File: src/rtl/divider_pkg.sv
// Shared widths, state encoding and constants for the sequential restoring divider.
package divider_pkg;

    localparam int DW_N = 8;
    localparam int DW_D = 4;

    typedef enum logic [1:0] {
        IDLE,
        CALC,
        DONE
    } state_t;

    // Quotient reported when the divisor is zero.
    localparam logic [DW_N-1:0] DIV0_QUOTIENT = '1;

endpackage

File: src/rtl/divider_s_if.sv
// Operand/result handshake between a requester and the divider.
interface divider_s_if #(
    parameter int DW_N = divider_pkg::DW_N,
    parameter int DW_D = divider_pkg::DW_D
);

    logic            start;
    logic [DW_N-1:0] dividend;
    logic [DW_D-1:0] divisor;
    logic            busy;
    logic            done;
    logic [DW_N-1:0] quotient;
    logic [DW_D-1:0] remainder;
    logic            div_by_zero;

    modport master (
        output start, dividend, divisor,
        input  busy, done, quotient, remainder, div_by_zero
    );

    modport slave (
        input  start, dividend, divisor,
        output busy, done, quotient, remainder, div_by_zero
    );

endinterface

File: src/rtl/div_step.sv
// One restoring-division step: shift in a dividend bit, subtract the divisor if it fits.
module div_step #(
    parameter int DW_D = divider_pkg::DW_D
) (
    input  logic [DW_D-1:0] r,
    input  logic            bit_in,
    input  logic [DW_D-1:0] divisor,
    output logic [DW_D-1:0] r_next,
    output logic            q_bit
);

    logic [DW_D:0] trial;

    assign trial = {r, bit_in};

    // The result is always below the divisor, so DW_D bits hold it without loss.
    always_comb begin
        r_next = trial[DW_D-1:0];
        q_bit  = 1'b0;
        if (trial >= {1'b0, divisor}) begin
            r_next = DW_D'(trial - {1'b0, divisor});
            q_bit  = 1'b1;
        end
    end

endmodule

File: src/rtl/divider_s.sv
// Sequential restoring divider: one quotient bit per clock, busy/done handshake.
module divider_s
    import divider_pkg::*;
#(
    parameter int DW_N = divider_pkg::DW_N,
    parameter int DW_D = divider_pkg::DW_D
) (
    input logic        clk,
    input logic        rst,
    divider_s_if.slave bus
);

    localparam int CW = $clog2(DW_N);

    state_t          state;
    state_t          next_state;
    logic [DW_N-1:0] shreg;
    logic [DW_D-1:0] r;
    logic [DW_D-1:0] divisor_q;
    logic [CW-1:0]   cnt;
    logic [DW_N-1:0] quotient_q;
    logic [DW_D-1:0] remainder_q;
    logic            div_by_zero_q;
    logic            accept;
    logic            zero_div;
    logic            last_step;
    logic [DW_D-1:0] r_next;
    logic            q_bit;

    div_step #(.DW_D(DW_D)) u_step (
        .r       (r),
        .bit_in  (shreg[DW_N-1]),
        .divisor (divisor_q),
        .r_next  (r_next),
        .q_bit   (q_bit)
    );

    assign accept    = bus.start && (state != CALC);
    assign zero_div  = (bus.divisor == '0);
    assign last_step = (state == CALC) && (cnt == '0);

    always_ff @(posedge clk) begin
        if (rst) begin
            state <= IDLE;
        end else begin
            state <= next_state;
        end
    end

    always_comb begin
        next_state = state;
        case (state)
            IDLE: begin
                if (bus.start) begin
                    next_state = zero_div ? DONE : CALC;
                end
            end
            CALC: begin
                if (cnt == '0) begin
                    next_state = DONE;
                end
            end
            DONE: begin
                if (bus.start) begin
                    next_state = zero_div ? DONE : CALC;
                end else begin
                    next_state = IDLE;
                end
            end
            default: next_state = IDLE;
        endcase
    end

    // Results only move on the edge that raises done; a zero divisor skips CALC entirely.
    always_ff @(posedge clk) begin
        if (rst) begin
            shreg         <= '0;
            r             <= '0;
            divisor_q     <= '0;
            cnt           <= '0;
            quotient_q    <= '0;
            remainder_q   <= '0;
            div_by_zero_q <= 1'b0;
        end else if (accept) begin
            if (zero_div) begin
                quotient_q    <= DIV0_QUOTIENT;
                remainder_q   <= '0;
                div_by_zero_q <= 1'b1;
            end else begin
                shreg     <= bus.dividend;
                r         <= '0;
                cnt       <= CW'(DW_N - 1);
                divisor_q <= bus.divisor;
            end
        end else if (state == CALC) begin
            shreg <= {shreg[DW_N-2:0], q_bit};
            r     <= r_next;
            cnt   <= cnt - 1'b1;
            if (last_step) begin
                quotient_q    <= {shreg[DW_N-2:0], q_bit};
                remainder_q   <= r_next;
                div_by_zero_q <= 1'b0;
            end
        end
    end

    assign bus.busy        = (state == CALC);
    assign bus.done        = (state == DONE);
    assign bus.quotient    = quotient_q;
    assign bus.remainder   = remainder_q;
    assign bus.div_by_zero = div_by_zero_q;

endmodule

File: src/flat_wrapper.sv
// flat-port wrapper written by rule: the top's interface ports become plain ports
module divider_s_flat import divider_pkg::*;
#(
    parameter int DW_N = divider_pkg::DW_N,
    parameter int DW_D = divider_pkg::DW_D
)
  (clk, rst, bus_start, bus_dividend, bus_divisor, bus_busy, bus_done, bus_quotient, bus_remainder, bus_div_by_zero);
  divider_s_if #(.DW_N(DW_N), .DW_D(DW_D)) bus_i ();
  input logic clk;
  input logic rst;
  input wire logic [$bits(bus_i.start)-1:0] bus_start;
  input wire logic [$bits(bus_i.dividend)-1:0] bus_dividend;
  input wire logic [$bits(bus_i.divisor)-1:0] bus_divisor;
  output wire logic [$bits(bus_i.busy)-1:0] bus_busy;
  output wire logic [$bits(bus_i.done)-1:0] bus_done;
  output wire logic [$bits(bus_i.quotient)-1:0] bus_quotient;
  output wire logic [$bits(bus_i.remainder)-1:0] bus_remainder;
  output wire logic [$bits(bus_i.div_by_zero)-1:0] bus_div_by_zero;
  assign bus_i.start = bus_start;
  assign bus_i.dividend = bus_dividend;
  assign bus_i.divisor = bus_divisor;
  assign bus_busy = bus_i.busy;
  assign bus_done = bus_i.done;
  assign bus_quotient = bus_i.quotient;
  assign bus_remainder = bus_i.remainder;
  assign bus_div_by_zero = bus_i.div_by_zero;
  divider_s #(.DW_N(DW_N), .DW_D(DW_D)) u_core (.clk(clk), .rst(rst), .bus(bus_i));
endmodule
File: config.mk
export PLATFORM = sky130hd
export DESIGN_NAME = divider_s_flat
export DESIGN_NICKNAME = d
export VERILOG_FILES = /design/src/rtl/divider_pkg.sv /design/src/rtl/divider_s_if.sv /design/src/rtl/div_step.sv /design/src/rtl/divider_s.sv /design/src/flat_wrapper.sv
export SDC_FILE = /design/constraint.sdc
export NUM_CORES = 1
export LEC_CHECK = 0
export BUFFER_PORTS_ARGS = -buffer_cell sky130_fd_sc_hd__buf_2
export CELL_PAD_IN_SITES_DETAIL_PLACEMENT = 0
export CELL_PAD_IN_SITES_GLOBAL_PLACEMENT = 1
export CORE_MARGIN = 8
export CORE_UTILIZATION = 44
export DETAILED_ROUTE_END_ITERATION = 10
export PLACE_DENSITY_LB_ADDON = 0.1
export SYNTH_ARGS = -nofsm -noshare
export SYNTH_HDL_FRONTEND = slang
export SYNTH_SLANG_ARGS = --single-unit
File: constraint.sdc
create_clock -name clk -period 5.2 [get_ports clk]
set_input_delay 0.52 -clock clk [delete_from_list [all_inputs] [get_ports clk]]
set_output_delay 0.52 -clock clk [all_outputs]
set_load 0.005 [all_outputs]
==> results.ini <==
[place]
place.detailed.hpwl_um=2640
gp_congestion=0.806
place_ws_ps=2870
portBuffers=29

[sta]
tightest_slew_ps=869
drv_slew=0
slew_headroom_pct=42.1
period_share_pct=45.4
rsz0062_at_grt=false
setup_slack_ps=2840
finalSetupTns_ps=0
clock.fmax_ghz=0.423
finClkSkew_ps=2.44
setup_viol=0
period_minus_slack_ps=2360
hold_viol=0

[detailed_routing]
viasPerCell=5.45
drc_errors=0
route.antenna.remaining_nets=0
drt-initial-drc-count=65
avgRoutedWirePerCell_um=14.7
num_vias=1412
dr.pass1.iters=4
routed_wl_um=3810

[clock_tree]
clock_latency_ps=280
cts_resized=0
holdBufCountCts=0
clockBufferDepth=2
cts-root-buf=clkbuf_8
tritoncts=yes
cts.clk_slew.worst_paths_ps=60
cts_buffers=5
cts_setup_buffers=0
htreeDepth=2
cts.sinks=34

[flow_run]
drv_cap=0

[grt]
grtUsageTotal_pct=12.6
grt_pass1_wl_um=6320
grt_pass1_vias=1401
grt_max_degree=43
antenna_found_initial=0
overflow=0

[yosys]
synth_edf_count=0
synth_cell_types=41
synth.avg_cell_area_um2=8.95
yosys_most_used_dff=dfxtp_1
ys_async_sr_fraction_pct=0
synth_area_um2=1710
syn-num-nets=213
yosysSeqAreaShare_pct=39.8
netlist_instances=191
yosysWarnings=0
ys_seq_elements=34

[power_and_ir_drop]
power_frac_clock_pct=30.0
switching_share_pct=29.9
p_seq_share_pct=47.3
internal_power_w=0.000440
leakage_nw=0.786
netSwitchingPower_w=0.000187
ir_worst_vdd_uv=169
powerDensity_nw_per_um2=329
power_frac_comb_pct=22.6

[final_layout]
areaGrowthSynthToFinish_pct=11.6
ff_latch_area_um2=681
multi_input_area_um2=911
nets=234
drive_above_1_share_pct=24.2
n_fill_cell=361
diodes=0

[floorplanning]
die_w_um=78.3
io-pin-count=30
die_h_um=78.3
core-area_um2=3690
num_rows=22
start_util_pct=46.4
die_area_um2=6140

[run_status]
outcome=completed

[critical_path]
critPathArrivalTime_ps=2550
critical_path_class=flip-flop to flip-flop
required_ps=5380
r2r_cells=7
path_max_fanout=6
rr_endpoint=u_core.r[0]$_SDFFE_PP0P_
reg2reg_setup_slack_ps=2840
crit_path_start_kind=flip-flop
crit_chain=inv_1 -> ha_1 -> nand2b_4 -> a2111oi_4 -> or2_0 -> a21oi_2 -> o32ai_1
crit_path_end_kind=flip-flop
cpPeakStageDelay_ps=530
reg2reg_from=u_core.shreg[7]$_SDFFE_PP0P_
cp_slowest_cell=or2_0

[worst_hold_path]
hold_start=u_core.cnt[0]$_SDFFE_PP0P_
whs_endpoint=u_core.cnt[0]$_SDFFE_PP0P_
hold_path_class=flip-flop to flip-flop
min_delay_path_depth=1

[worst max-delay path: cells and delay by family, from the launching register on]
| family | cells | cell delay (ps) |
|---|---|---|
| adders and majority gates | 1 | 320 |
| AOI/OAI and AO/OA | 3 | 820 |
| DFF | 1 | 370 |
| buffers and inverters | 1 | 60 |
| and+or+nand+nor | 2 | 690 |
[flip-flops by register name (all words and copies together) (netlist names)]
signal / flops
u_core.shreg: 8
u_core.r: 4
u_core.bus.div_by_zero: 1
u_core.cnt: 3
u_core.divisor_q: 4
u_core.bus.quotient: 8
u_core.state: 2
u_core.bus.remainder: 4
[synth_stat cells (all sizes together), types with 3 or more instances]
master  instances  area share, %
nand3b          5            2.2
nor3           18            5.3
a21oi           7            2.7
o32ai           4            2.5
a22oi           4            1.8
dfxtp          34             40
clkbuf          7            1.8
nand2b          7            3.0
nand2          21            4.9
ha              6            4.4
xor2            3            1.5
a311oi          8            4.5
nor2           28            6.3
or2             3            1.1
buf             8            3.4
inv             8            1.8
[how the worst max path moves through the flow]
| stage | start | end | slack [ps] | depth (start not counted) |
|---|---|---|---|---|
| after floorplan | u_core.shreg[7]$_SDFFE_PP0P_ | u_core.r[0]$_SDFFE_PP0P_ | 3310 | 8 |
| after global placement | u_core.shreg[7]$_SDFFE_PP0P_ | u_core.r[3]$_SDFFE_PP0P_ | 2980 | 7 |
| after detailed placement | u_core.shreg[7]$_SDFFE_PP0P_ | u_core.r[0]$_SDFFE_PP0P_ | 2870 | 7 |
| after CTS | u_core.shreg[7]$_SDFFE_PP0P_ | u_core.r[0]$_SDFFE_PP0P_ | 2860 | 7 |
| after global routing | u_core.shreg[7]$_SDFFE_PP0P_ | u_core.r[0]$_SDFFE_PP0P_ | 2650 | 7 |
| final | u_core.shreg[7]$_SDFFE_PP0P_ | u_core.r[0]$_SDFFE_PP0P_ | 2840 | 7 |
[per-stage QoR]
step | util [%] | cells | area [um^2] | hold slack [ps] | power, W
after global placement | 49.5 | 253 | 1830 | 456 | 0.000440
after CTS | 51.8 | 259 | 1910 | 474 | 0.000632
after global routing | 51.8 | 259 | 1910 | 489 | 0.000662
final | 51.8 | 259 | 1910 | 476 | 0.000627
after floorplan | - | 191 | 1710 | 437 | 0.000416
after detailed placement | 49.5 | 253 | 1830 | 462 | 0.000445
[kinds of logic (layout without fill, tap and decap cells)]
kind of cell	after synthesis	in the layout	synth area share, %
and+or+nand+nor	88	88	25.2
AOI/OAI and AO/OA	36	36	20.9
DFF	34	34	39.8
buffers and inverters	23	43	6.95
adders and majority gates	7	7	5.56
xor gates and xnor gates	3	3	1.54
[power by group through the flow]
stage / Combinational (W) / Sequential [W] / Clock [W]
CTS: 0.000143 / 0.000297 / 0.000193
floorplan: 0.000115 / 0.000300 / 0
finish: 0.000142 / 0.000297 / 0.000189
detailed placement: 0.000143 / 0.000302 / 0
global placement: 0.000138 / 0.000302 / 0
global route: 0.000160 / 0.000300 / 0.000203
[area by class of cell]
class	instances	area share, %
clock buffers	6	4.33
inverters	8	1.57
multi-input cells	134	47.7
flip-flops and latches	34	35.6
well taps	48	3.15
repair buffers	29	7.60
[per-layer routing]
layer	vias to the layer above	wire, um	global-route usage (%)
met3	7	223	4.56
met4	0	51	4.81
met2	34	1740	20.1
met5	-	0	0
li1	709	-	-
met1	662	1790	15.2
[layout by cell type, fill, tap and decap left out, drive strengths merged, types with 3 or more instances in the layout]
master | Yosys | routed
o32ai | 4 | 4
a21oi | 7 | 7
xor2 | 3 | 3
buf | 8 | 29
nor2 | 28 | 28
ha | 6 | 6
a22oi | 4 | 4
inv | 8 | 8
clkbuf | 7 | 6
nand2 | 21 | 21
nor3 | 18 | 18
dfxtp | 34 | 34
nand2b | 7 | 7
nand3b | 5 | 5
a311oi | 8 | 8
or2 | 3 | 3
Note: power is estimated with default switching activity, not from simulation.
